`config.mk`:
```
export PLATFORM = sky130hd
export DESIGN_NAME = ram_access_arbiter
export DESIGN_NICKNAME = d
export VERILOG_FILES = /design/src/rtl/ram_arb_pkg.sv /design/src/rtl/rr_priority_pick.sv /design/src/rtl/ram_access_arbiter.sv
export SDC_FILE = /design/constraint.sdc
export NUM_CORES = 1
export LEC_CHECK = 0
export CAP_MARGIN = 25
export CORE_MARGIN = 4
export CORE_UTILIZATION = 25
export CTS_CLUSTER_DIAMETER = 200
export DETAILED_ROUTE_END_ITERATION = 7
export HOLD_SLACK_MARGIN = 0.15
export PLACE_DENSITY = 0.53
export SLEW_MARGIN = 20
export SYNTH_ARGS = -nofsm -noshare
export SYNTH_HDL_FRONTEND = slang
export SYNTH_SLANG_ARGS = --single-unit
```
`constraint.sdc`:
```
create_clock -name clk -period 2.2 [get_ports clk]
set_input_delay 0.55 -clock clk [delete_from_list [all_inputs] [get_ports clk]]
set_output_delay 0.55 -clock clk [all_outputs]
set_load 0.005 [all_outputs]
```
`src/rtl/ram_arb_pkg.sv`:
```
// Shared types and constants for the RAM access arbiter.
package ram_arb_pkg;

  localparam int NUM_PROC = 4;
  localparam int MAX_HOLD_DEFAULT = 16;
  localparam logic [3:0] IDLE_SEL = 4'hF;

  typedef enum logic [1:0] {
    IDLE    = 2'd0,
    HOLD    = 2'd1,
    RELEASE = 2'd2
  } arb_state_e;

endpackage

```
`src/rtl/rr_priority_pick.sv`:
```
// Rotating-priority encoder: finds the first set request at or above rr_ptr, wrapping 3->0.
module rr_priority_pick
  import ram_arb_pkg::*;
(
  input  logic [3:0] req,
  input  logic [1:0] rr_ptr,
  output logic       found,
  output logic [1:0] idx
);

  logic [1:0] cand;

  // Scan from the farthest offset down so the nearest match to rr_ptr wins.
  always_comb begin
    found = 1'b0;
    idx   = rr_ptr;
    cand  = rr_ptr;
    for (int k = NUM_PROC - 1; k >= 0; k--) begin
      cand = rr_ptr + 2'(k);
      if (req[cand]) begin
        found = 1'b1;
        idx   = cand;
      end
    end
  end

endmodule

```
`src/rtl/ram_access_arbiter.sv`:
```
// Round-robin arbiter granting one of four processors access to RAM1/RAM2.
// Optional hold timeout compiled in with `define RAM_ARB_TIMEOUT_EN.
module ram_access_arbiter
  import ram_arb_pkg::*;
#(
  parameter int NUM_PROC = 4,
  parameter int MAX_HOLD = MAX_HOLD_DEFAULT
) (
  input  logic       clk,
  input  logic       rst,
  input  logic [3:0] req,
  input  logic [3:0] req_bank,
  output logic [3:0] Selector,
  output logic [3:0] grant,
  output logic       busy,
  output logic       timeout
);

  arb_state_e state_q, state_d;
  logic [1:0] owner_q, owner_d;
  logic [1:0] rr_ptr_q, rr_ptr_d;
  logic [3:0] sel_q, sel_d;
  logic [3:0] grant_q, grant_d;
  logic       busy_q, busy_d;
  logic       pick_found;
  logic [1:0] pick_idx;
  logic       release_now;

`ifdef RAM_ARB_TIMEOUT_EN
  localparam int CNT_W = $clog2(MAX_HOLD + 1);
  logic [CNT_W-1:0] hold_cnt_q, hold_cnt_d;
  logic             timeout_q, timeout_d;
`endif

  rr_priority_pick u_pick (
    .req    (req),
    .rr_ptr (rr_ptr_q),
    .found  (pick_found),
    .idx    (pick_idx)
  );

  always_comb begin
    state_d     = state_q;
    owner_d     = owner_q;
    rr_ptr_d    = rr_ptr_q;
    sel_d       = sel_q;
    grant_d     = grant_q;
    busy_d      = busy_q;
    release_now = 1'b0;
`ifdef RAM_ARB_TIMEOUT_EN
    hold_cnt_d  = hold_cnt_q;
    timeout_d   = 1'b0;
`endif

    case (state_q)
      IDLE: begin
        sel_d   = IDLE_SEL;
        grant_d = 4'b0000;
        busy_d  = 1'b0;
        if (pick_found) begin
          state_d = HOLD;
          owner_d = pick_idx;
          sel_d   = {1'b0, req_bank[pick_idx], pick_idx};
          grant_d = 4'b0001 << pick_idx;
          busy_d  = 1'b1;
`ifdef RAM_ARB_TIMEOUT_EN
          hold_cnt_d = CNT_W'(1);
`endif
        end
      end

      HOLD: begin
        if (!req[owner_q]) begin
          release_now = 1'b1;
        end
`ifdef RAM_ARB_TIMEOUT_EN
        // Owner still requesting after MAX_HOLD cycles: force it off.
        else if (hold_cnt_q == CNT_W'(MAX_HOLD)) begin
          release_now = 1'b1;
          timeout_d   = 1'b1;
        end else begin
          hold_cnt_d = hold_cnt_q + CNT_W'(1);
        end
`endif
        if (release_now) begin
          state_d  = RELEASE;
          sel_d    = IDLE_SEL;
          grant_d  = 4'b0000;
          busy_d   = 1'b1;
          rr_ptr_d = 2'((int'(owner_q) + 1) % NUM_PROC);
        end
      end

      RELEASE: begin
        state_d = IDLE;
        sel_d   = IDLE_SEL;
        grant_d = 4'b0000;
        busy_d  = 1'b0;
`ifdef RAM_ARB_TIMEOUT_EN
        hold_cnt_d = '0;
`endif
      end

      default: begin
        state_d = IDLE;
        sel_d   = IDLE_SEL;
        grant_d = 4'b0000;
        busy_d  = 1'b0;
      end
    endcase
  end

  always_ff @(posedge clk) begin
    if (rst) begin
      state_q  <= IDLE;
      owner_q  <= 2'd0;
      rr_ptr_q <= 2'd0;
      sel_q    <= IDLE_SEL;
      grant_q  <= 4'b0000;
      busy_q   <= 1'b0;
    end else begin
      state_q  <= state_d;
      owner_q  <= owner_d;
      rr_ptr_q <= rr_ptr_d;
      sel_q    <= sel_d;
      grant_q  <= grant_d;
      busy_q   <= busy_d;
    end
  end

`ifdef RAM_ARB_TIMEOUT_EN
  always_ff @(posedge clk) begin
    if (rst) begin
      hold_cnt_q <= '0;
      timeout_q  <= 1'b0;
    end else begin
      hold_cnt_q <= hold_cnt_d;
      timeout_q  <= timeout_d;
    end
  end

  assign timeout = timeout_q;
`else
  assign timeout = 1'b0;
`endif

  assign Selector = sel_q;
  assign grant    = grant_q;
  assign busy     = busy_q;

endmodule
```
==> results of run 1 <==
## power by group
part / leakage (uW) / switching (uW) / internal (uW)
combinational: 0.000293 / 98.9 / 137
clock: 0.0000150 / 85.8 / 70.4
sequential: 0.000124 / 24.1 / 306
total: 0.000432 / 209 / 513
## cells in the final DEF (no fill, tap or decap), types with 3 or more instances in the layout
cell type        count
nand3_1              3
o21ai_0              7
nor2b_1              4
a211oi_1             4
inv_1                3
nand2_1              7
clkdlybuf4s50_1     17
dfxtp_1             15
nor2_1              10
clkbuf_4             3
buf_4               12
a21oi_1              6
## routing by layer
metal	global-route usage [%]	vias to the layer above	share of wire, %
met1	12.1	330	43
met2	18.3	16	51
li1	-	357	-
met3	2.31	5	4.2
met5	0	-	0
met4	4.64	0	2.3
## kinds of logic after synthesis
family | count (synthesis) | share of synthesized area (%)
AO/OA/AOI/OAI | 25 | 22.5
AND/OR/NAND/NOR | 35 | 26.2
multiplexers | 1 | 3.72
buffers and inverters | 5 | 3.19
other | 1 | 0.531
XOR/XNOR | 1 | 1.24
flip-flops | 15 | 42.6
## how the worst max path moves through the flow
stage	start	end	slack, ns	depth (start not counted)
after floorplan	req[0]	Selector[2]	0.36	5
final	req[3]	Selector[2]	0.08	6
after CTS	req[0]	Selector[2]	0.02	6
after detailed placement	req[0]	Selector[2]	-0.26	6
after global placement	req[0]	Selector[2]	-0.17	6
after global routing	req[3]	Selector[2]	0.03	6
## worst max-delay path: stages
cell	delay, ns
clkdlybuf4s50_1	0.48
and3b_1	0.18
or4_4	0.49
and2_4	0.17
o211a_1	0.20
o31ai_1	0.24
## per-stage QoR
stage | area (um2) | power, uW | cells | setup slack [ns] | util, %
floorplan | 706 | 445 | 83 | 0.361 | -
global placement | 1000 | 572 | 142 | -0.169 | 36.7
detailed placement | 1000 | 574 | 142 | -0.257 | 36.7
CTS | 1030 | 733 | 146 | 0.0221 | 37.7
global route | 1030 | 769 | 146 | 0.0300 | 37.8
finish | 1030 | 722 | 146 | 0.0761 | 37.8
## flip-flops by register name, indices dropped and copies added (netlist names)
| register | flops |
|---|---|
| rr_ptr_q | 2 |
| owner_q | 2 |
| Selector | 4 |
| busy | 1 |
| state_q | 2 |
| grant | 4 |
## cell type report
class	count	area, um2	area share, %
Clock buffer	4	26.3	2.55
Inverter	3	11.3	1.09
Multi-Input combinational cell	63	383	37.1
Sequential cell	15	300	29.1
Tap cell	31	38.8	3.76
Timing Repair Buffer	30	273	26.4
## repair_timing
| action | CTS | global route |
|---|---|---|
| setup buffers | 0 | 0 |
| setup endpoints to repair | 0 | 1 |
| gates resized for setup | 0 | 1 |
| hold endpoints to repair | 0 | 0 |
==> results.py, run 1 <==
metrics = {
    "global_route": {
        "antenna_found_initial": 0,
        "grt_overflow": 0,
        "grt_max_degree": 10,
        "grt_usage_pct": 10.4,
        "grt_pass1_wl_um": 2840,
        "grt_pass1_vias": 622,
    },
    "timing": {
        "period_needed_ns": 2.12,
        "min_period_over_period_pct": 96.5,
        "fin_worst_skew_ns": 0.00406,
        "finalMaxSlewViolations": 0,
        "rsz0062_at_grt": "false",
        "timing.fmax_ghz": 0.471,
        "fin_tns_setup_ns": 0,
        "finalHoldWorstSlack_ns": 0.454,
        "setup_viol": 0,
        "report.final.hold_viol_count": 0,
    },
    "synth": {
        "synth.avg_cell_area_um2": 8.50,
        "synth_area_leaders": "dfxtp_1 43%, nor2_1 5.3%, o21ai_0 5.0%",
        "seq_area_frac_synth_pct": 42.6,
        "synth_fp_nets": 93,
        "synth_seq_cells": 15,
        "synth-main-ff-cell": "dfxtp_1",
        "synthArstFlopShare_pct": 0,
        "ys_warn_count": 0,
        "synthDistinctLibCells": 31,
        "yosys.area.top_type": "dfxtp_1",
        "synth_most_common_cell": "dfxtp_1",
        "synth.top_cell.area_share_pct": 42.6,
        "synth_edf_count": 0,
        "synth_cells": 83,
        "yosys-top-cells-count": "15 x dfxtp_1, 10 x nor2_1, 7 x nand2_1, 7 x o21ai_0, 6 x a21oi_1",
        "synth_area_um2": 706,
    },
    "route": {
        "via_per_inst": 4.85,
        "ant_nets": 0,
        "vias": 708,
        "initialDrtViolationCount": 22,
        "drc": 0,
        "drt_wl_total_um": 1820,
        "wire_per_inst_um": 12.5,
        "dr.pass1.iters": 3,
    },
    "power": {
        "cellLeakagePower_uw": 0.000432,
        "vdd_ir_drop_max_v": 0.000294,
        "power_density_nw_per_um2": 699,
    },
    "placement": {
        "gp_congestion": 0.812,
        "portBuffers": 18,
        "dp_hpwl_um": 1460,
    },
    "clock_network": {
        "clock_sinks": 15,
        "insertion_delay_ns": 0.28,
        "cts_hold_buffers": 0,
        "root_buffer": "clkbuf_4",
        "cts_inserted_buffers": 3,
        "cts_tree": "done",
        "htreeDepth": 1,
        "clk_path_buf_depth": 2,
        "path_clk_slew_ns": 0.08,
    },
    "worst_setup_path": {
        "path_max_fanout": 4,
        "reg2reg_to": "Selector[2]",
        "start_kind": "primary input",
        "crit_type": "primary input to register",
        "critical_path_arrival_ns": 2.31,
        "reg2reg_depth": 5,
        "regToRegSetupSlack_ns": 0.39,
        "critPathRequiredTime_ns": 2.39,
        "rr_startpoint": "rr_ptr_q[0]",
        "end_kind": "register",
    },
    "finish": {
        "nets": 126,
        "final_layout_size_suffix_gt1_share_pct": 15.7,
        "syn_to_final_growth_pct": 46.3,
        "antenna_cells": 0,
        "n_fill_cell": 291,
    },
    "run_status": {
        "outcome": "completed",
    },
    "min_path": {
        "hp-start": "grant[3]",
        "hold_path_end": "grant[3]",
        "holdPathStages": 2,
        "hp-class": "register to register",
    },
    "floorplan": {
        "die_w_um": 61.1,
        "core_area_um2": 2730,
        "die_height_um": 61.1,
        "rows": 19,
        "initial_utilization_pct": 25.8,
        "pin_count": 20,
        "design.die.area_um2": 3740,
    },
    "job": {
        "max-cap-violations": 0,
    },
}
Power figures use the tool's default switching activity.
==> run 2, diff against run 1 <==
--- a/config.mk
+++ b/config.mk
@@ -5,13 +5,14 @@
 export SDC_FILE = /design/constraint.sdc
 export NUM_CORES = 1
 export LEC_CHECK = 0
+export ABC_AREA = 1
 export CAP_MARGIN = 25
 export CORE_MARGIN = 4
-export CORE_UTILIZATION = 25
+export CORE_UTILIZATION = 49
 export CTS_CLUSTER_DIAMETER = 200
 export DETAILED_ROUTE_END_ITERATION = 7
 export HOLD_SLACK_MARGIN = 0.15
-export PLACE_DENSITY = 0.53
+export PLACE_DENSITY = 0.84
 export SLEW_MARGIN = 20
 export SYNTH_ARGS = -nofsm -noshare
 export SYNTH_HDL_FRONTEND = slang
==> run 2 against run 1 <==
  * Sequential share of layout area fell by 2.8 points
  * Cell count rose by 25%
  * Global-route usage rose by 7.3 points
  * Critical path depth rose by 7
  * Die area fell by 30%
  * Combinational power rose to 4.6 times the previous value
  * Clock skew barely moved
  * Wire length rose by 17%
==> results.py, run 2 <==
metrics = {
    "power": {
        "vdd_ir_drop_max_v": 0.000981,
        "power_density_nw_per_um2": 1490,
        "cellLeakagePower_uw": 0.000523,
    },
    "timing": {
        "fin_tns_setup_ns": 0,
        "fin_worst_skew_ns": 0.00400,
        "finalMaxSlewViolations": 0,
        "timing.fmax_ghz": 0.522,
        "setup_viol": 0,
        "min_period_over_period_pct": 87.1,
        "finalHoldWorstSlack_ns": 0.450,
        "rsz0062_at_grt": "false",
        "period_needed_ns": 1.92,
        "report.final.hold_viol_count": 0,
    },
    "global_route": {
        "grt_max_degree": 10,
        "grt_pass1_wl_um": 3590,
        "antenna_found_initial": 0,
        "grt_usage_pct": 17.8,
        "grt_overflow": 0,
        "grt_pass1_vias": 893,
    },
    "route": {
        "via_per_inst": 5.13,
        "drt_wl_total_um": 2130,
        "wire_per_inst_um": 11.7,
        "initialDrtViolationCount": 49,
        "drc": 0,
        "dr.pass1.iters": 4,
        "vias": 934,
        "ant_nets": 0,
    },
    "synth": {
        "synth_edf_count": 0,
        "synth_compound_area_share_pct": 14.9,
        "synth.avg_cell_area_um2": 6.73,
        "synth-simple-area-share_pct": 39.9,
        "synth_fp_nets": 146,
        "synth_area_um2": 916,
        "ys_warn_count": 0,
        "synth.top_cell.area_share_pct": 32.8,
        "seq_area_frac_synth_pct": 32.8,
        "synth_most_common_cell": "nand2_1",
        "synth_cells": 136,
        "synth_xor_area_share_pct": 0.956,
        "synth_seq_cells": 15,
        "yosys.area.top_type": "dfxtp_1",
        "synthAdderAreaFrac_pct": 0,
        "synth-main-ff-cell": "dfxtp_1",
        "synthMuxAreaShare_pct": 0,
        "synthDistinctLibCells": 23,
        "synth_area_leaders": "dfxtp_1 33%, nand2_1 16%, nand2_2 8.2%",
        "synth_top_family_by_area": "simple AND/OR/NAND/NOR gates",
        "yosys-top-cells-count": "39 x nand2_1, 15 x dfxtp_1, 13 x inv_1, 12 x nand2_2",
        "synthArstFlopShare_pct": 0,
    },
    "floorplan": {
        "initial_utilization_pct": 52.5,
        "rows": 15,
        "design.die.area_um2": 2630,
        "pin_count": 20,
        "die_height_um": 51.2,
        "die_w_um": 51.2,
        "core_area_um2": 1750,
    },
    "finish": {
        "final_layout_size_suffix_gt1_share_pct": 21.7,
        "n_fill_cell": 160,
        "syn_to_final_growth_pct": 24.7,
        "antenna_cells": 0,
        "mostFrequentLayoutCell": "nand2_1",
        "final_cell_mix": "39 x nand2_1, 18 x clkdlybuf4s50_1, 15 x dfxtp_1, 13 x inv_1, 12 x nand2_2",
        "nets": 168,
    },
    "worst_setup_path": {
        "start_kind": "primary input",
        "regToRegSetupSlack_ns": 0.43,
        "critical_path_arrival_ns": 2.13,
        "critPathRequiredTime_ns": 2.42,
        "end_kind": "register",
        "rr_startpoint": "rr_ptr_q[0]",
        "path_max_fanout": 4,
        "crit_type": "primary input to register",
        "reg2reg_depth": 12,
        "reg2reg_to": "grant[1]",
    },
    "clock_network": {
        "path_clk_slew_ns": 0.09,
        "cts_resized": 0,
        "clk_path_buf_depth": 2,
        "cts_hold_buffers": 0,
        "htreeDepth": 1,
        "cts_tree": "done",
        "clock_sinks": 15,
        "cts_inserted_buffers": 3,
        "insertion_delay_ns": 0.28,
        "root_buffer": "clkbuf_4",
        "cts_setup_buffers": 0,
    },
    "min_path": {
        "hold_path_end": "Selector[3]",
        "hp-class": "register to register",
        "hp-start": "Selector[3]",
        "holdPathStages": 2,
    },
    "placement": {
        "gp_congestion": 0.905,
        "dp_hpwl_um": 1640,
        "portBuffers": 18,
    },
    "job": {
        "max-cap-violations": 0,
    },
    "run_status": {
        "outcome": "completed",
    },
}
[run 2: cell count changes after synthesis, moves of 5 or more]
cell	previous run	this run
nand2_1	7	39
nand3_1	3	11
a21oi_1	6	11
inv_1	3	13
inv_2	0	5
nand2_2	0	12
nor2_1	10	4
[run 2: routing by layer]
layer	up-vias	track usage (%)	part of all wire, %
met5	-	0	0
met4	0	8.73	2.8
met3	10	2.92	4.0
met2	31	30.3	48
met1	427	21.5	45
li1	466	-	-
[run 2: cell families (layout without fill, tap and decap cells)]
family	count (synthesis)	after routing
compound gates	22	22
other cells	1	1
xor+xnor	1	1
simple gates	75	75
buf+inv	22	43
flops	15	15
[run 2: worst max-delay path by stage]
stage | start | to | slack [ns] | depth (start not counted)
floorplan | req[0] | Selector[2] | 0.65 | 9
global placement | req[3] | grant[1] | 0.08 | 10
detailed placement | req[3] | grant[1] | 0.02 | 13
CTS | req[3] | grant[1] | 0.30 | 13
global route | req[3] | Selector[2] | 0.16 | 11
finish | req[1] | grant[1] | 0.28 | 13
[run 2: cell type report]
| cell class | instances | area (um2) | share of cell area [%] |
|---|---|---|---|
| multi-input cells | 99 | 514 | 45.0 |
| flip-flops and latches | 15 | 300 | 26.3 |
| repair buffers | 19 | 188 | 16.4 |
| inverters | 20 | 82.6 | 7.23 |
| well taps | 25 | 31.3 | 2.74 |
| clock buffers | 4 | 26.3 | 2.30 |
[run 2: power breakdown]
group | internal (uW) | switching, uW
Clock | 70.4 | 86.4
Combinational | 430 | 645
Sequential | 381 | 93.8
[run 2: per-stage QoR]
stage	std cells	instance area (um2)	util [%]	setup slack (ns)	power, uW
after floorplan	136	916	-	0.651	1260
after CTS	182	1140	65.4	0.301	1710
after global routing	182	1140	65.4	0.159	1850
after global placement	178	1120	63.9	0.0784	1510
after detailed placement	178	1120	63.9	0.0179	1540
final	182	1140	65.4	0.284	1710
[run 2: critical path, cell delays in order]
cell	delay, ns
clkdlybuf4s50_1	0.51
inv_1	0.06
nand2_1	0.08
nand3_1	0.11
nand2_1	0.13
nand3_1	0.10
nand3_2	0.09
nand2_2	0.08
nand2_4	0.10
inv_2	0.05
nor2_2	0.09
nand2_1	0.06
a21oi_1	0.12
==> run 3, diff against run 2 <==
--- a/config.mk
+++ b/config.mk
@@ -17,3 +17,4 @@
 export SYNTH_ARGS = -nofsm -noshare
 export SYNTH_HDL_FRONTEND = slang
 export SYNTH_SLANG_ARGS = --single-unit
+export TNS_END_PERCENT = 5
==> results of run 3 <==
Final layout, timing and power as in run 2 (identical DEF).
==> RTL edit 1 (settings of run 3) <==
Build with the macro `RAM_ARB_TIMEOUT_EN` defined.
--- a/src/rtl/ram_access_arbiter.sv
+++ b/src/rtl/ram_access_arbiter.sv
@@ -1,5 +1,7 @@
 // Round-robin arbiter granting one of four processors access to RAM1/RAM2.
 // Optional hold timeout compiled in with `define RAM_ARB_TIMEOUT_EN.
+`define RAM_ARB_TIMEOUT_EN
+
 module ram_access_arbiter
   import ram_arb_pkg::*;
 #(
Check against the original RTL: same outputs for any inputs over 10 cycles, from zero or initial values and one cycle with rst high; that may be too few to reach the edited logic, so the function may still have changed.
==> RTL edit 1 against run 3 <==
  * Sequential share of layout area is 0.14 points lower
  * Wire length rose by 27%
  * Clock skew grew 0.0064 ns
  * Clock power increased by 17%
  * Die area up 38%
  * Synthesized cell count grew 45%
  * Final area rose by 41%
  * Setup slack improved by 0.046 ns
  * Cell count rose by 38%
  * Total power rose by 21%
  * Area after synthesis grew 46%
  * Sequential cell count up 6
  * Highest routed layer is now met3
==> RTL edit 1: results <==
metrics = {
    "clock_tree": {
        "root_buffer": "clkbuf_4",
        "post_cts_resized": 0,
        "cts_setup_buffers": 0,
        "htreeDepth": 1,
        "clock_latency_ns": 0.30,
        "clk_pin_slew_ns": 0.12,
        "numCtsBuffers": 3,
    },
    "grt": {
        "grt_max_degree": 13,
        "gr-usage-all-layers_pct": 16.4,
        "grt_pass1_wl_um": 4660,
        "antenna_found_initial": 0,
    },
    "routing": {
        "drt_wl_total_um": 2710,
        "via_per_inst": 4.93,
        "drtIter0Drc": 54,
    },
    "placed_design": {
        "port_buffers": 19,
        "place_area_um2": 1580,
        "routabilityCongestion": 0.856,
        "post-place-ws_ns": 0.00696,
        "dpl.hpwl_um": 2150,
    },
    "timing": {
        "clock-skew-final_ns": 0.0104,
        "tightest_slew_ns": 0.388,
        "setup_violations": 0,
    },
    "synthesis": {
        "async_reset_ff_share_pct": 0,
        "ys_warn_count": 0,
        "synth_commonest_cells": "55 x nand2_1, 24 x nand3_1, 21 x dfxtp_1",
        "synth.area.top_cells": "dfxtp_1 31%, nand2_1 15%, nand3_1 9.0%",
        "synth_ff_type": "dfxtp_1",
        "seq_area_frac_synth_pct": 31.5,
        "yosysUniqueCellTypes": 26,
        "synth_nets": 213,
    },
    "outcome": {
        "outcome": "complete, no violations",
    },
    "final_layout": {
        "layout-drive-gt1-share_pct": 16.7,
        "diodes": 0,
        "largest_reg_flops": 5,
        "fin_nets": 239,
        "top_register": "hold_cnt_q",
    },
    "pwr": {
        "p_sw_mw": 0.993,
        "p_leak_nw": 0.719,
        "ir_drop_uv": 788,
    },
    "min_path": {
        "hold_path.class": "reg2reg",
    },
    "setup_path": {
        "cp_max_fo": 6,
    },
}
-- RTL edit 1: cell count changes after synthesis, sizes merged, moves of 2 or more --
cell	change
nor2	+2
nand3	+13
inv	+9
o21ai	-2
dfxtp	+6
nor4	+2
a21oi	+8
nand2	+15
ha	+6
-- RTL edit 1: cells by family (layout without fill, tap and decap cells) --
logic type / after synthesis / in the layout / synth area share [%]
AO/OA/AOI/OAI: 29 / 29 / 12.5
buffers and inverters: 32 / 57 / 10.2
AND/OR/NAND/NOR: 108 / 108 / 39.6
XOR/XNOR: 1 / 1 / 0.656
adder cells (fa/ha/maj): 6 / 6 / 5.62
flip-flops: 21 / 21 / 31.5
-- RTL edit 1: critical path, cell delays in order --
cell and delay, ns:
clkdlybuf4s50_1 0.49, nand2_1 0.08, nand2_2 0.12, nand2_1 0.08
nand2_1 0.10, inv_2 0.06, nand2_1 0.05, nand3_1 0.07
nand2_2 0.10, nand2_4 0.09, nor2_4 0.11, nand3_1 0.09
a21oi_1 0.12
-- RTL edit 1: area by class of cell --
cell class,count,area [um^2]
timing repair buffer,24,228
tap,30,37.5
clock buffer,4,26.3
multi-input combinational,144,779
sequential,21,420
inverter,29,116
fill,251,937
-- RTL edit 1: layer usage --
metal  GRT usage [%]  part of all wire [%]
met1            21.1                    50
met2            27.9                    47
met3            3.89                   3.6
met4            3.16                     0
met5               0                     0
-- RTL edit 1: through the flow --
stage / hold slack, ns / std cells / total power, mW
global placement: 0.449 / 248 / 1.88
global route: 0.502 / 252 / 2.27
detailed placement: 0.455 / 248 / 1.90
CTS: 0.472 / 252 / 2.09
floorplan: 0.455 / 197 / 1.54
finish: 0.471 / 252 / 2.07
-- RTL edit 1: power groups by stage --
stage	combinational, mW	sequential (mW)	clock, mW
2_1_floorplan	0.976	0.569	0
3_3_place_gp	1.29	0.589	0
3_5_place_dp	1.31	0.593	0
4_1_cts	1.31	0.584	0.190
5_1_grt	1.46	0.600	0.210
6_report	1.31	0.583	0.183
-- RTL edit 1: path summary, 6_finish.rpt --
check                                 from               endpoint  slack (ns)  depth (start not counted)
setup / recovery                    req[0]  grant[2]$_SDFFE_PP0P_        0.33                         13
hold / removal       grant[3]$_SDFFE_PP0P_  grant[3]$_SDFFE_PP0P_        0.47                          2
setup reg to reg  rr_ptr_q[0]$_SDFFE_PP0P_  grant[2]$_SDFFE_PP0P_        0.46                         12
hold reg to reg      grant[3]$_SDFFE_PP0P_  grant[3]$_SDFFE_PP0P_        0.47                          2
==> RTL edit 2 (config.mk and constraints of run 3) <==
Without the edit above. Encoding of `arb_state_e`: now one-hot (3 bits for 3 states).
--- a/src/rtl/ram_arb_pkg.sv
+++ b/src/rtl/ram_arb_pkg.sv
@@ -5,10 +5,10 @@
   localparam int MAX_HOLD_DEFAULT = 16;
   localparam logic [3:0] IDLE_SEL = 4'hF;
 
-  typedef enum logic [1:0] {
-    IDLE    = 2'd0,
-    HOLD    = 2'd1,
-    RELEASE = 2'd2
+  typedef enum logic [2:0] {
+    IDLE    = 3'b001,
+    HOLD    = 3'b010,
+    RELEASE = 3'b100
   } arb_state_e;
 
 endpackage
Check against the original RTL: same outputs for any inputs over 10 cycles, from zero or initial values and one cycle with rst high; not proved beyond that.
==> RTL edit 2 against run 3 <==
  * Maximum frequency is 0.37% lower
  * Area after synthesis is 0.14% higher
  * Non-clock buffer count is 3 higher
  * Sequential share of layout area is 1.4 points higher
  * Largest cell class unchanged
  * Synthesized cell count is 1.5% higher
  * Wire length is 2.4% lower
  * Setup slack worse by 0.0071 ns
  * Via count is 1.7% higher
  * Final area is 1.4% higher
  * Sequential cell count is 1 higher
Power is not compared: it rests on default switching activity, and its combinational part moved more than twofold at a synthesized area within 25%.
==> RTL edit 2: results <==
metrics = {
    "outcome": {
        "outcome": "complete, no violations",
    },
    "synthesis": {
        "synthCells": 138,
        "synth.area.top_cells": "dfxtp_1 35%, nand2_1 15%, nand2_2 8.2%",
        "yosysUniqueCellTypes": 24,
        "synth_commonest_cells": "36 x nand2_1, 16 x dfxtp_1, 16 x inv_1",
        "synth_ff_type": "dfxtp_1",
        "seq_area_frac_synth_pct": 34.9,
        "synth_nets": 148,
    },
    "placed_design": {
        "dpl.hpwl_um": 1680,
        "routabilityCongestion": 0.907,
        "placed_cells": 182,
        "post-place-ws_ns": -0.0124,
        "place_area_um2": 1140,
    },
    "min_path": {
        "hold_path.class": "reg2reg",
        "hold_end": "grant[2]$_SDFFE_PP0P_",
        "hold_start": "grant[2]$_SDFFE_PP0P_",
    },
    "pwr": {
        "p_comb_mw": 0.448,
        "p_leak_nw": 0.527,
        "pg_clk_mw": 0.149,
    },
    "routing": {
        "routedWlPerCell_um": 11.2,
        "via_per_inst": 5.14,
        "ant_nets": 0,
        "first_pass_iters": 4,
        "met3RoutedLength_um": 102,
        "wl_met2_um": 1030,
        "via_count": 950,
        "wl_met1_um": 912,
        "drtIter0Drc": 26,
    },
    "setup_path": {
        "reg2reg_slack_ns": 0.39,
        "worstRegToRegCells": 10,
        "cp.arrival_ns": 2.11,
        "cp_max_fo": 6,
        "timing.rr.start": "rr_ptr_q[0]$_SDFFE_PP0P_",
        "crit_start": "req[3]",
    },
    "clock_tree": {
        "post_cts_resized": 0,
        "root_buffer": "clkbuf_4",
        "numCtsBuffers": 3,
        "cts_setup_buffers": 0,
        "htreeDepth": 1,
        "clock_latency_ns": 0.28,
        "cts_max_path_buffers": 2,
    },
    "grt": {
        "grt_pass1_wl_um": 3660,
        "gr-usage-all-layers_pct": 18.0,
        "grt_pass1_vias": 915,
        "grt_max_degree": 11,
        "use_met2_pct": 32.2,
        "antenna_found_initial": 0,
        "grtUsageMet3_pct": 2.62,
        "met1_usage_pct": 21.3,
    },
    "timing": {
        "hold_slack_ns": 0.473,
        "clock-skew-final_ns": 0.00681,
        "layout_setup_ws_ns": 0.277,
    },
    "final_layout": {
        "fillers": 152,
        "fin_nets": 172,
        "layout-drive-gt1-share_pct": 18.8,
    },
}
[RTL edit 2: cell count changes after synthesis, sizes merged, moves of 2 or more]
| cell | change |
|---|---|
| o21ai | -2 |
| nand2 | -4 |
| nor3 | +2 |
| nor2 | +5 |
[RTL edit 2: area by class of cell]
| class | instances | area (um^2) | share of cell area (%) |
|---|---|---|---|
| multi-input combinational | 100 | 495 | 42.8 |
| tap | 25 | 31.3 | 2.70 |
| timing repair buffer | 22 | 210 | 18.1 |
| sequential | 16 | 320 | 27.6 |
| clock buffer | 3 | 22.5 | 1.94 |
| inverter | 19 | 78.8 | 6.80 |
[RTL edit 2: through the flow]
step / power, mW / TNS (ns)
detailed placement: 0.847 / -0.0124
global route: 1.06 / 0
floorplan: 0.689 / 0
CTS: 0.992 / 0
global placement: 0.832 / 0
finish: 0.991 / 0
[RTL edit 2: cell families (layout without fill, tap and decap cells)]
kind of cell / after synthesis / in the layout / share of synthesized area (%)
other cells: 1 / 1 / 0.409
flops: 16 / 16 / 34.9
simple gates: 79 / 79 / 40.7
buf+inv: 22 / 44 / 11.1
compound gates: 20 / 20 / 13.0
[RTL edit 2: critical path: stages]
cell and delay (ns):
clkdlybuf4s50_1 0.54, nand2_1 0.08, o21ai_1 0.13, nand2_1 0.09, nand2_1 0.07, inv_1 0.07, nand3_1 0.10, nand2_2 0.11
inv_1 0.12, o21ai_2 0.06, a21oi_1 0.13, nand2_1 0.06
[RTL edit 2: worst max path at each step]
stage               cells after the start                        to
floorplan                              11  Selector[2]$_SDFFE_PP1P_
finish                                 12  Selector[2]$_SDFFE_PP1P_
global placement                       12  Selector[2]$_SDFFE_PP1P_
global route                           12  Selector[2]$_SDFFE_PP1P_
detailed placement                     12  Selector[2]$_SDFFE_PP1P_
CTS                                    12  Selector[2]$_SDFFE_PP1P_
